## config.mk

```make
export PLATFORM = sky130hd
export DESIGN_NAME = keyboard_controller
export DESIGN_NICKNAME = d
export VERILOG_FILES = /design/src/rtl/keyboard_controller.sv
export SDC_FILE = /design/constraint.sdc
export NUM_CORES = 1
export LEC_CHECK = 0
export BUFFER_PORTS_ARGS = -buffer_cell sky130_fd_sc_hd__buf_2
export CAP_MARGIN = 20
export CORE_MARGIN = 2
export CORE_UTILIZATION = 55
export DETAILED_ROUTE_END_ITERATION = 8
export GPL_TIMING_DRIVEN = 0
export PLACE_DENSITY = 0.73
export SETUP_SLACK_MARGIN = 0.2
export SYNTH_ARGS = -nofsm -noshare
export SYNTH_HDL_FRONTEND = slang
export SYNTH_SLANG_ARGS = --single-unit
```

## constraint.sdc

```tcl
create_clock -name clock -period 2.6 [get_ports clock]
set_input_delay 0.13 -clock clock [delete_from_list [all_inputs] [get_ports clock]]
set_output_delay 0.13 -clock clock [all_outputs]
set_load 0.1 [all_outputs]
```

## src/rtl/keyboard_controller.sv

```systemverilog
// keyboard_controller
//   Receives PS/2 keyboard frames and decodes arrow-key and W/A/S/D make/break
//   codes into four held movement levels for the player update stage.
//
// Ports
//   clock          system clock, all logic on posedge
//   reset          asynchronous, active-low reset
//   ps2_clk        raw PS/2 clock from the keyboard (asynchronous)
//   ps2_dat        raw PS/2 data from the keyboard (asynchronous)
//   turn_right     Right arrow or D held
//   turn_left      Left arrow or A held
//   move_forward   Up arrow or W held
//   move_backward  Down arrow or S held
//   rx_byte        last correctly received byte
//   byte_valid     one-cycle pulse when rx_byte is updated
//   frame_error    one-cycle pulse on parity, stop-bit or timeout failure
module keyboard_controller #(
  parameter int TIMEOUT_CYCLES = 50000
) (
  input  logic       clock,
  input  logic       reset,
  input  logic       ps2_clk,
  input  logic       ps2_dat,
  output logic       turn_right,
  output logic       turn_left,
  output logic       move_forward,
  output logic       move_backward,
  output logic [7:0] rx_byte,
  output logic       byte_valid,
  output logic       frame_error
);

  localparam int CNT_W = $clog2(TIMEOUT_CYCLES + 1);
  localparam logic [CNT_W-1:0] CNT_LAST = CNT_W'(TIMEOUT_CYCLES - 1);
  localparam logic [CNT_W-1:0] CNT_MAX  = CNT_W'(TIMEOUT_CYCLES);

  localparam logic [1:0] IDLE   = 2'd0;
  localparam logic [1:0] DATA   = 2'd1;
  localparam logic [1:0] PARITY = 2'd2;
  localparam logic [1:0] STOP   = 2'd3;

  // Held-key bit positions, shared by the arrow and letter vectors
  localparam int K_RIGHT = 0;
  localparam int K_LEFT  = 1;
  localparam int K_FWD   = 2;
  localparam int K_BACK  = 3;

  logic             clk_s1, clk_s2, clk_prev;
  logic             dat_s1, dat_s2;
  logic             fall;
  logic [1:0]       state;
  logic [2:0]       bit_cnt;
  logic [7:0]       shift;
  logic             parity_bit;
  logic [CNT_W-1:0] idle_cnt;
  logic             timeout;
  logic [3:0]       held_arrow;
  logic [3:0]       held_letter;
  logic             ext, brk;

  // Synchronizers reset high so that releasing reset never looks like a
  // falling PS/2 clock edge.
  always_ff @(posedge clock or negedge reset) begin
    if (!reset) begin
      clk_s1   <= 1'b1;
      clk_s2   <= 1'b1;
      clk_prev <= 1'b1;
      dat_s1   <= 1'b1;
      dat_s2   <= 1'b1;
    end else begin
      clk_s1   <= ps2_clk;
      clk_s2   <= clk_s1;
      clk_prev <= clk_s2;
      dat_s1   <= ps2_dat;
      dat_s2   <= dat_s1;
    end
  end

  assign fall = clk_prev & ~clk_s2;

  // The idle counter has reached its last value and no edge arrives this
  // cycle, so it would reach TIMEOUT_CYCLES now.
  assign timeout = (state != IDLE) && !fall && (idle_cnt == CNT_LAST);

  always_ff @(posedge clock or negedge reset) begin
    if (!reset) begin
      state       <= IDLE;
      bit_cnt     <= 3'd0;
      shift       <= 8'h00;
      parity_bit  <= 1'b0;
      idle_cnt    <= '0;
      rx_byte     <= 8'h00;
      byte_valid  <= 1'b0;
      frame_error <= 1'b0;
    end else begin
      byte_valid  <= 1'b0;
      frame_error <= 1'b0;

      if (state == IDLE || fall) begin
        idle_cnt <= '0;
      end else if (idle_cnt != CNT_MAX) begin
        idle_cnt <= idle_cnt + 1'b1;
      end

      case (state)
        IDLE: begin
          if (fall && !dat_s2) begin
            state   <= DATA;
            bit_cnt <= 3'd0;
          end
        end
        DATA: begin
          if (fall) begin
            shift   <= {dat_s2, shift[7:1]};
            bit_cnt <= bit_cnt + 3'd1;
            if (bit_cnt == 3'd7) begin
              state <= PARITY;
            end
          end
        end
        PARITY: begin
          if (fall) begin
            parity_bit <= dat_s2;
            state      <= STOP;
          end
        end
        default: begin
          if (fall) begin
            // Odd parity over data plus parity bit, and stop bit must be 1
            if (dat_s2 && (^{shift, parity_bit})) begin
              rx_byte    <= shift;
              byte_valid <= 1'b1;
            end else begin
              frame_error <= 1'b1;
            end
            state <= IDLE;
          end
        end
      endcase

      if (timeout) begin
        state       <= IDLE;
        frame_error <= 1'b1;
      end
    end
  end

  // Scan-code decoder: E0/F0 are sticky prefixes consumed by the next byte.
  always_ff @(posedge clock or negedge reset) begin
    if (!reset) begin
      held_arrow  <= 4'b0000;
      held_letter <= 4'b0000;
      ext         <= 1'b0;
      brk         <= 1'b0;
    end else if (frame_error) begin
      ext <= 1'b0;
      brk <= 1'b0;
    end else if (byte_valid) begin
      case (rx_byte)
        8'hE0: ext <= 1'b1;
        8'hF0: brk <= 1'b1;
        8'h00, 8'hFF: begin
          held_arrow  <= 4'b0000;
          held_letter <= 4'b0000;
          ext         <= 1'b0;
          brk         <= 1'b0;
        end
        default: begin
          if (ext) begin
            case (rx_byte)
              8'h74:   held_arrow[K_RIGHT] <= !brk;
              8'h6B:   held_arrow[K_LEFT]  <= !brk;
              8'h75:   held_arrow[K_FWD]   <= !brk;
              8'h72:   held_arrow[K_BACK]  <= !brk;
              default: ;
            endcase
          end else begin
            case (rx_byte)
              8'h23:   held_letter[K_RIGHT] <= !brk;
              8'h1C:   held_letter[K_LEFT]  <= !brk;
              8'h1D:   held_letter[K_FWD]   <= !brk;
              8'h1B:   held_letter[K_BACK]  <= !brk;
              default: ;
            endcase
          end
          ext <= 1'b0;
          brk <= 1'b0;
        end
      endcase
    end
  end

  assign turn_right    = held_arrow[K_RIGHT] | held_letter[K_RIGHT];
  assign turn_left     = held_arrow[K_LEFT]  | held_letter[K_LEFT];
  assign move_forward  = held_arrow[K_FWD]   | held_letter[K_FWD];
  assign move_backward = held_arrow[K_BACK]  | held_letter[K_BACK];

endmodule
```

Word-level counts from Yosys, hierarchy flattened. Cells that the tools add are included.

$add $sub $neg: 2. Multipliers: 0. Divide/modulo/power cells: 0. Magnitude comparators: 0. Equal/unequal tests: 25. Shift operators: 0. Muxes and demuxes: 37. Bitwise logic cells: 9. Reductions and logical operators: 43.

Operators by type and width (count): $reduce_and 5->1 (9); $eq 8x7->1 const B (4); $mux 16 (2); $reduce_bool 2->1 (13); $eq 8x5->1 const B (3); $eq 8x8->1 const B (3); $mux 1 (19); $add 16x1->16 const B (1); $eq 16x16->1 const B (1); $ne 16x16->1 const B (1); $pmux 4 s2 (2); $mux 2 (6); $ne 3x3->1 const B (3); $reduce_xor 9->1 (1); $eq 8x6->1 const B (1); $logic_not 8->1 (1); $mux 4 (2); $reduce_and 2->1 (4); $mux 3 (2); $ne 2x2->1 const B (3); $pmux 2 s3 (1); $pmux 3 s2 (1); $reduce_and 3->1 (2); $logic_and 1x1->1 (4); 16 further kinds (27).

Bits in registers: 55. Latch bits: 0. Bits in writable memories: 0. Bits in read-only memories: 0. Input bits: 4. Output and inout port bits: 14. Word-level logic and storage cells: 139. Memories kept: 0.

Depth between registers and ports, before layout. Gate-level depths: netlist (run 1).

Depth in word-level cells: 7. Mapped depth: 7. Mapped depth without buffers: 6.

Least setup slack after synthesis (run 1). Ideal clock, no wire load.

Path kind: register to register. From: register rx_byte[3]. To: register held_letter[3]. Library setup time: 0.064 ns. Arrival: 2.476 ns. Required time: 2.536 ns. Slack: 0.060 ns. Stages on the path, launching flop included: 8. Path buffers: 2. Period minus slack after synthesis: 2.540 ns. Cells stage by stage: dfrtp_1 -> buf_2 -> or4_4 -> o211ai_2 -> or4_1 -> buf_2 -> nor3_1 -> a21o_1.

Cells in the longest elaborated chain, start to end: 4. Elaborated cells between the ends (all ways): 12. Classes of those cells: 5 x eq/ne; 1 x mux; 1 x bitwise; 5 x reduce/logical.

RTL lines: start: declaration (line 28) `output logic [7:0] rx_byte,`; start signal: assignment (line 131) `rx_byte <= shift;`; $eq 8x8->1 or $logic_not 8->1 (tied branches) (line 159) `case (rx_byte)`; $reduce_or 2->1; $ne 2x1->1 (no source line) (tied with other cells); $reduce_and 5->1 (no source line); end signal: indexed assignment (line 179) `8'h23: held_letter[K_RIGHT] <= !brk;`; end signal: indexed assignment (line 180) `8'h1C: held_letter[K_LEFT] <= !brk;`; end signal: indexed assignment (line 181) `8'h1D: held_letter[K_FWD] <= !brk;`; end: declaration (line 58) `logic [3:0] held_letter;`.

Several ways; a longest one is shown, not always the timed one. A chain may end at the register's enable or synchronous reset.

Final worst setup path (run 1). Ends and elaborated chain as after synthesis.

==> run summary, run 1 <==
Synthesized cell area: 2790 µm²
Final net count: 304
WL final: 4.74 mm
Number of vias per cell: 5.44
Syn. warnings: 0
GRT Total Usage: 18.9%
Die height: 75.2 µm
Pre-CTS setup slack: 0.454 ns
CP delay by family, top: simple AND/OR/NAND/NOR gates
Clk_lat worst skew: 0.31 ns
Post-route setup slack: 0.423 ns
Critical path fanouts, max: 9
Asr flop ratio synth: 100%
DRC: 0
Post-CTS Hold Fix Bufs: 3
Min-Delay Path Class: in -> async
Critical path's largest stage delay: 0.53 ns
Buffers added on ports: 17
Fin. Hold Viols: 0
Leak pwr: 1.42 nW
Horiz. Die Dim: 75.2 µm
Global route total overflow: 0
H-tree lvl count: 2
I/O pins: 18
Filler cell count: 403
Clock root cell: clkbuf_8
CTS Sinks: 55
Initial antenna violation count: 0
Drt pass-1 iters: 4
Sequential area share after synthesis: 49.6%
Routed Antenna Nets: 0
Power Total: 2.71 mW
Syn avg cell area: 10.6 µm²
Largest net degree at the start of global routing: 36
Layout cell share with drive strength beyond 1: 19.8%
Max Fclk: 0.459 GHz
CP Class: reg -> reg
Area growth from synthesis to layout: 11.2%
Post-synth EDFFs: 0
CTS tree: built
Setup tns final: 0 ns
Post-Synthesis Net Count: 276
Post-CTS Setup Bufs: 0
Multi-input logic area: 1320 µm²
Initial Utilization: 57.9%
CP Buf/Inv Count: 2
VDD IR max: 469 µV
#FFs+latches synth: 55
Worst EP arrival: 2.38 ns
WL/cell: 13.2 µm
Inserted Diodes: 0
First-pass GRT wire length: 8.24 mm
Worst Path Required: 2.81 ns
Cell area after layout: 3100 µm²
Worst rel slew slack: 67.1%
Register area: 1390 µm²
Final core area utilization: 64.4%
Critical Path, Cell by Cell: buf_2 > or4_4 > o211ai_2 > or4_1 > buf_2 > nor3_1 > a21o_1
Total number of vias: 1958
RSZ-0062 raised after global routing: false
Clk buf depth: 2
Vias in the first global route: 1835
Crit-path slowest cell: or4_4
Mapped Cells: 264
Run status: finished clean
Die area: 5660 µm²
Clk pin slew, worst setup/hold paths: 0.10 ns
Pwr/cell area: 873 nW/µm²
Setup Viol. Count Final: 0
PostCTS Resize Cnt: 0
Crit end category: flop
Synth cell types: 52
Slew at the pin closest to its max-slew limit: 0.494 ns
Detailed placement HPWL: 3.38 mm
Slew Limit Fails: 0
Placer Congestion: 0.878
Core footprint: 4820 µm²
Final Skew: 0.00945 ns
Startpoint types: flop
Post-synth top flop: dfrtp_1
Iteration-0 DRC Markers: 101
Min cycle time layout: 2.18 ns
Row Count: 25
Critical Path Most Common Cell: buf_2
Tcrit/Tclk final: 83.7%
Max_cap viols: 0
CTS buffer count: 5
Post-DP Area: 2980 µm²
## registers in the layout (all words and copies together), names as in the netlist, 2 cells and up
register	flops
shift	8
idle_cnt	16
held_arrow	4
state	2
held_letter	4
bit_cnt	3
rx_byte	8
## cell usage after synthesis (2+ instances only)
| master | count | area (µm²) |
|---|---|---|
| dfrtp_1 | 50 | 1250 |
| nand3b_1 | 2 | 15.0 |
| nor4bb_1 | 3 | 30.0 |
| or4_1 | 3 | 22.5 |
| inv_1 | 12 | 45.0 |
| or2_2 | 2 | 12.5 |
| a21oi_1 | 13 | 65.1 |
| buf_2 | 2 | 10.0 |
| nor3_1 | 5 | 25.0 |
| mux2_2 | 9 | 101 |
| nor4_1 | 3 | 18.8 |
| nand2_1 | 18 | 67.6 |
| nor3b_1 | 2 | 15.0 |
| nand2b_1 | 4 | 25.0 |
| and2_1 | 3 | 18.8 |
| clkbuf_1 | 5 | 18.8 |
| mux2_1 | 9 | 101 |
| nand4_1 | 9 | 56.3 |
| nor2_1 | 25 | 93.8 |
| nor2b_1 | 3 | 18.8 |
| or3_1 | 2 | 12.5 |
| dfstp_2 | 5 | 131 |
| nand3_1 | 8 | 40.0 |
| xnor2_1 | 9 | 78.8 |
| o21ai_1 | 6 | 30.0 |
| and3_1 | 2 | 12.5 |
| o21ai_0 | 4 | 20.0 |
| ha_1 | 8 | 100 |
| a22o_1 | 3 | 26.3 |
| o22ai_1 | 5 | 31.3 |
| xor2_1 | 9 | 78.8 |
## stage by stage
stage,hold slack (ns),cells
floorplan,-0.166,264
global placement,0.235,348
detailed placement,0.129,349
CTS,0.316,360
global route,0.365,360
finish,0.305,360
## report_power, final
group / switching [mW] / leakage, nW / internal (mW)
Sequential: 0.158 / 0.725 / 0.992
Combinational: 0.650 / 0.658 / 0.442
Clock: 0.279 / 0.0402 / 0.188
## path summary, 6_finish.rpt
kind / from / endpoint / slack (ns) / cells after the start
min reg2reg: dat_s1 / dat_s2 / 0.36 / 0
max in group asynchronous: reset / clk_prev / 1.68 / 3
max reg2reg: rx_byte[3] / held_letter[3] / 0.42 / 7
max: rx_byte[3] / held_letter[3] / 0.42 / 7
min in group clock: dat_s1 / dat_s2 / 0.36 / 0
min: reset / rx_byte[6] / 0.30 / 2
## area by class of cell
class,instances,area share (%)
inverter,14,1.73
clock inverter,3,0.645
buffer,8,1.09
timing repair buffer,21,4.36
multi-input combinational,187,42.5
clock buffer,5,2.22
sequential,55,44.7
tap,67,2.70
## metal layers
metal	vias up	routed length, µm	track usage [%]
met5	-	0	0
met4	0	82	7.60
met3	8	133	2.81
met2	32	2230	30.1
met1	935	2300	26.2
li1	983	-	-
## cells in the final DEF, fill, tap and decap left out, types with 9 or more instances in the layout
cell	n
mux2_1	9
a21oi_1	13
nand4_1	9
xor2_1	9
dfrtp_1	46
nand2_1	18
mux2_2	9
buf_2	19
nor2_1	25
inv_1	12
xnor2_1	9
## cells by family after synthesis
kind of cell | Yosys count | synth area share (%)
AOI/OAI and AO/OA | 40 | 8.97
xor gates and xnor gates | 20 | 7.04
adders and majority gates | 8 | 3.59
buffers and inverters | 22 | 3.14
DFF | 55 | 49.6
muxes | 19 | 7.63
and+or+nand+nor | 100 | 20.1
No activity file was read; power rests on OpenSTA's default activity.
==> run 2: changes to the inputs <==
==> constraint.sdc (replaced) <==
create_clock -name clock -period 2.3 [get_ports clock]
set_input_delay 0.115 -clock clock [delete_from_list [all_inputs] [get_ports clock]]
set_output_delay 0.115 -clock clock [all_outputs]
set_load 0.1 [all_outputs]
==> run 2 against run 1 <==
Power up 23%. Critical path depth decreased by 1. Die area unchanged. First-iteration DRC count grew 4.0%. Clock skew rose by 0.0038 ns. Clock-buffer cell count unchanged. Sequential power increased by 14%. Sequential share of layout area is 1.8 points lower. Flip-flop and latch count is the same. Largest power group is now combinational logic.
==> run summary, run 2 (synthesis gave the netlist of run 1 again) <==
Reg with most FFs: idle_cnt (unchanged)
Worst EP arrival: 2.28 ns (was 2.38 ns)
Critical path fanouts, max: 5 (was 9)
Clk pin slew, worst setup/hold paths: 0.11 ns (was 0.10 ns)
Register area: 1400 µm² (was 1390 µm²)
Placer Congestion: 0.891 (was 0.878)
Run status: finished clean (unchanged)
Number of flip-flops under the largest register name: 16 (unchanged)
Detailed placement HPWL: 3.45 mm (was 3.38 mm)
Routed Antenna Nets: 0 (unchanged)
Number of vias per cell: 5.46 (was 5.44)
Worst Path Required: 2.50 ns (was 2.81 ns)
Startpoint types: flop (unchanged)
Vias in the first global route: 1794 (was 1835)
Reg2reg setup slack: 0.22 ns (was 0.42 ns)
GRT Total Usage: 19.4% (was 18.9%)
Biggest regs: idle_cnt x16, rx_byte x8, shift x8 (unchanged)
Row Count: 25 (unchanged)
Filler cell count: 398 (was 403)
Hold_ws: 0.303 ns (was 0.305 ns)
Max Fclk: 0.480 GHz (was 0.459 GHz)
Post-DP Area: 3020 µm² (was 2980 µm²)
Total number of vias: 2011 (was 1958)
Crit end category: flop (unchanged)
Clk buf depth: 2 (unchanged)
Commonest non-fill, non-tap cell in the layout: dfrtp_1 (unchanged)
Finished Layout Cells: 368 (was 360)
First-pass GRT wire length: 8.32 mm (was 8.24 mm)
Dpl cells: 349 (unchanged)
I/O pins: 18 (unchanged)
Layout cell share with drive strength beyond 1: 25.9% (was 19.8%)
CTS tree: built (unchanged)
Max_cap viols: 0 (unchanged)
Drt pass-1 iters: 4 (unchanged)
Tcrit/Tclk final: 90.6% (was 83.7%)
Global route total overflow: 0 (unchanged)
WL/cell: 14.1 µm (was 13.2 µm)
Leak pwr: 1.49 nW (was 1.42 nW)
WL final: 5.20 mm (was 4.74 mm)
Initial Utilization: 57.9% (unchanged)
Final net count: 312 (was 304)
Die height: 75.2 µm (unchanged)
Die area: 5660 µm² (unchanged)
Min cycle time layout: 2.08 ns (was 2.18 ns)
Slew Limit Fails: 0 (unchanged)
Area growth from synthesis to layout: 17.0% (was 11.2%)
Iteration-0 DRC Markers: 105 (was 101)
CTS buffer count: 5 (unchanged)
Clk_lat worst skew: 0.31 ns (about the same)
Commonest cells after routing, fill and taps aside: dfrtp_1 (41), nor2_1 (25), nand2_1 (18) (was dfrtp_1 (46), nor2_1 (25), buf_2 (19))
Core footprint: 4820 µm² (unchanged)
Horiz. Die Dim: 75.2 µm (unchanged)
H-tree lvl count: 2 (unchanged)
Worst rel slew slack: 66.2% (was 67.1%)
Multi-input logic area: 1370 µm² (was 1320 µm²)
Buffers added on ports: 17 (unchanged)
VDD IR max: 558 µV (was 469 µV)
DRC: 0 (unchanged)
Cell area after layout: 3260 µm² (was 3100 µm²)
Initial antenna violation count: 0 (unchanged)
Clock root cell: clkbuf_8 (unchanged)
Pwr/cell area: 1020 nW/µm² (was 873 nW/µm²)
Setup Viol. Count Final: 0 (unchanged)
Slew at the pin closest to its max-slew limit: 0.507 ns (was 0.494 ns)
RSZ-0062 raised after global routing: true (was false)
Final Skew: 0.0132 ns (was 0.00945 ns)
Min-Delay Path Class: in -> async (unchanged)
Fin. Hold Viols: 0 (unchanged)
CTS Sinks: 55 (unchanged)
Setup tns final: 0 ns (unchanged)
CP Class: reg -> reg (unchanged)
Largest net degree at the start of global routing: 36 (unchanged)
Inserted Diodes: 0 (unchanged)
run 2: worst max-delay path: stages, from the launching register on:
cell	delay (ns)
dfrtp_1	0.43
xnor2_1	0.19
xnor3_1	0.47
xnor2_2	0.28
nand4_4	0.12
buf_6	0.17
mux2_1	0.32
run 2: worst paths after layout:
path / to / depth (start not counted) / startpoint
setup / recovery: rx_byte[0] / 6 / shift[3]
hold / removal: rx_byte[3] / 2 / reset
setup reg to reg: rx_byte[0] / 6 / shift[3]
hold reg to reg: dat_s2 / 0 / dat_s1
max in group asynchronous: clk_prev / 3 / reset
min in group clock: dat_s2 / 0 / dat_s1
run 2: power by group:
group / internal, mW / total (mW) / switching (mW)
registers: 1.13 / 1.31 / 0.183
clock network: 0.331 / 0.661 / 0.330
logic: 0.576 / 1.37 / 0.799
run 2: final cells by class:
type | instances | share of cell area (%)
Sequential cell | 55 | 42.9
Multi-Input combinational cell | 187 | 41.9
Timing Repair Buffer | 29 | 6.09
Tap cell | 67 | 2.57
Clock buffer | 5 | 2.11
Inverter | 14 | 1.65
Clock inverter | 3 | 1.46
Buffer | 8 | 1.34
run 2: stage by stage:
stage                     setup slack (ns)  utilization, %  power (mW)
after floorplan                      0.203               -        2.35
after global placement               0.178            62.3        2.56
after detailed placement             0.146            62.8        2.59
after CTS                            0.228            65.9        3.29
after global routing                 0.139            67.8        3.53
final                                0.217            67.8        3.34
run 2: layer usage:
metal / vias up / track usage, % / wire length, µm
met1: 975 / 26.4 / 2510
met5: - / 0 / 0
met3: 7 / 4.42 / 139
met2: 27 / 32.0 / 2500
met4: 0 / 4.68 / 42
li1: 1002 / - / -
run 2: repair_timing:
action / in CTS / in global routing
endpoints found under the setup margin: 3 / 13
buffers inserted: 0 / 8
pin swaps: 1 / 4
endpoints found under the hold margin: 22 / 0
hold buffers: 3 / 0
resized for setup: 1 / 10
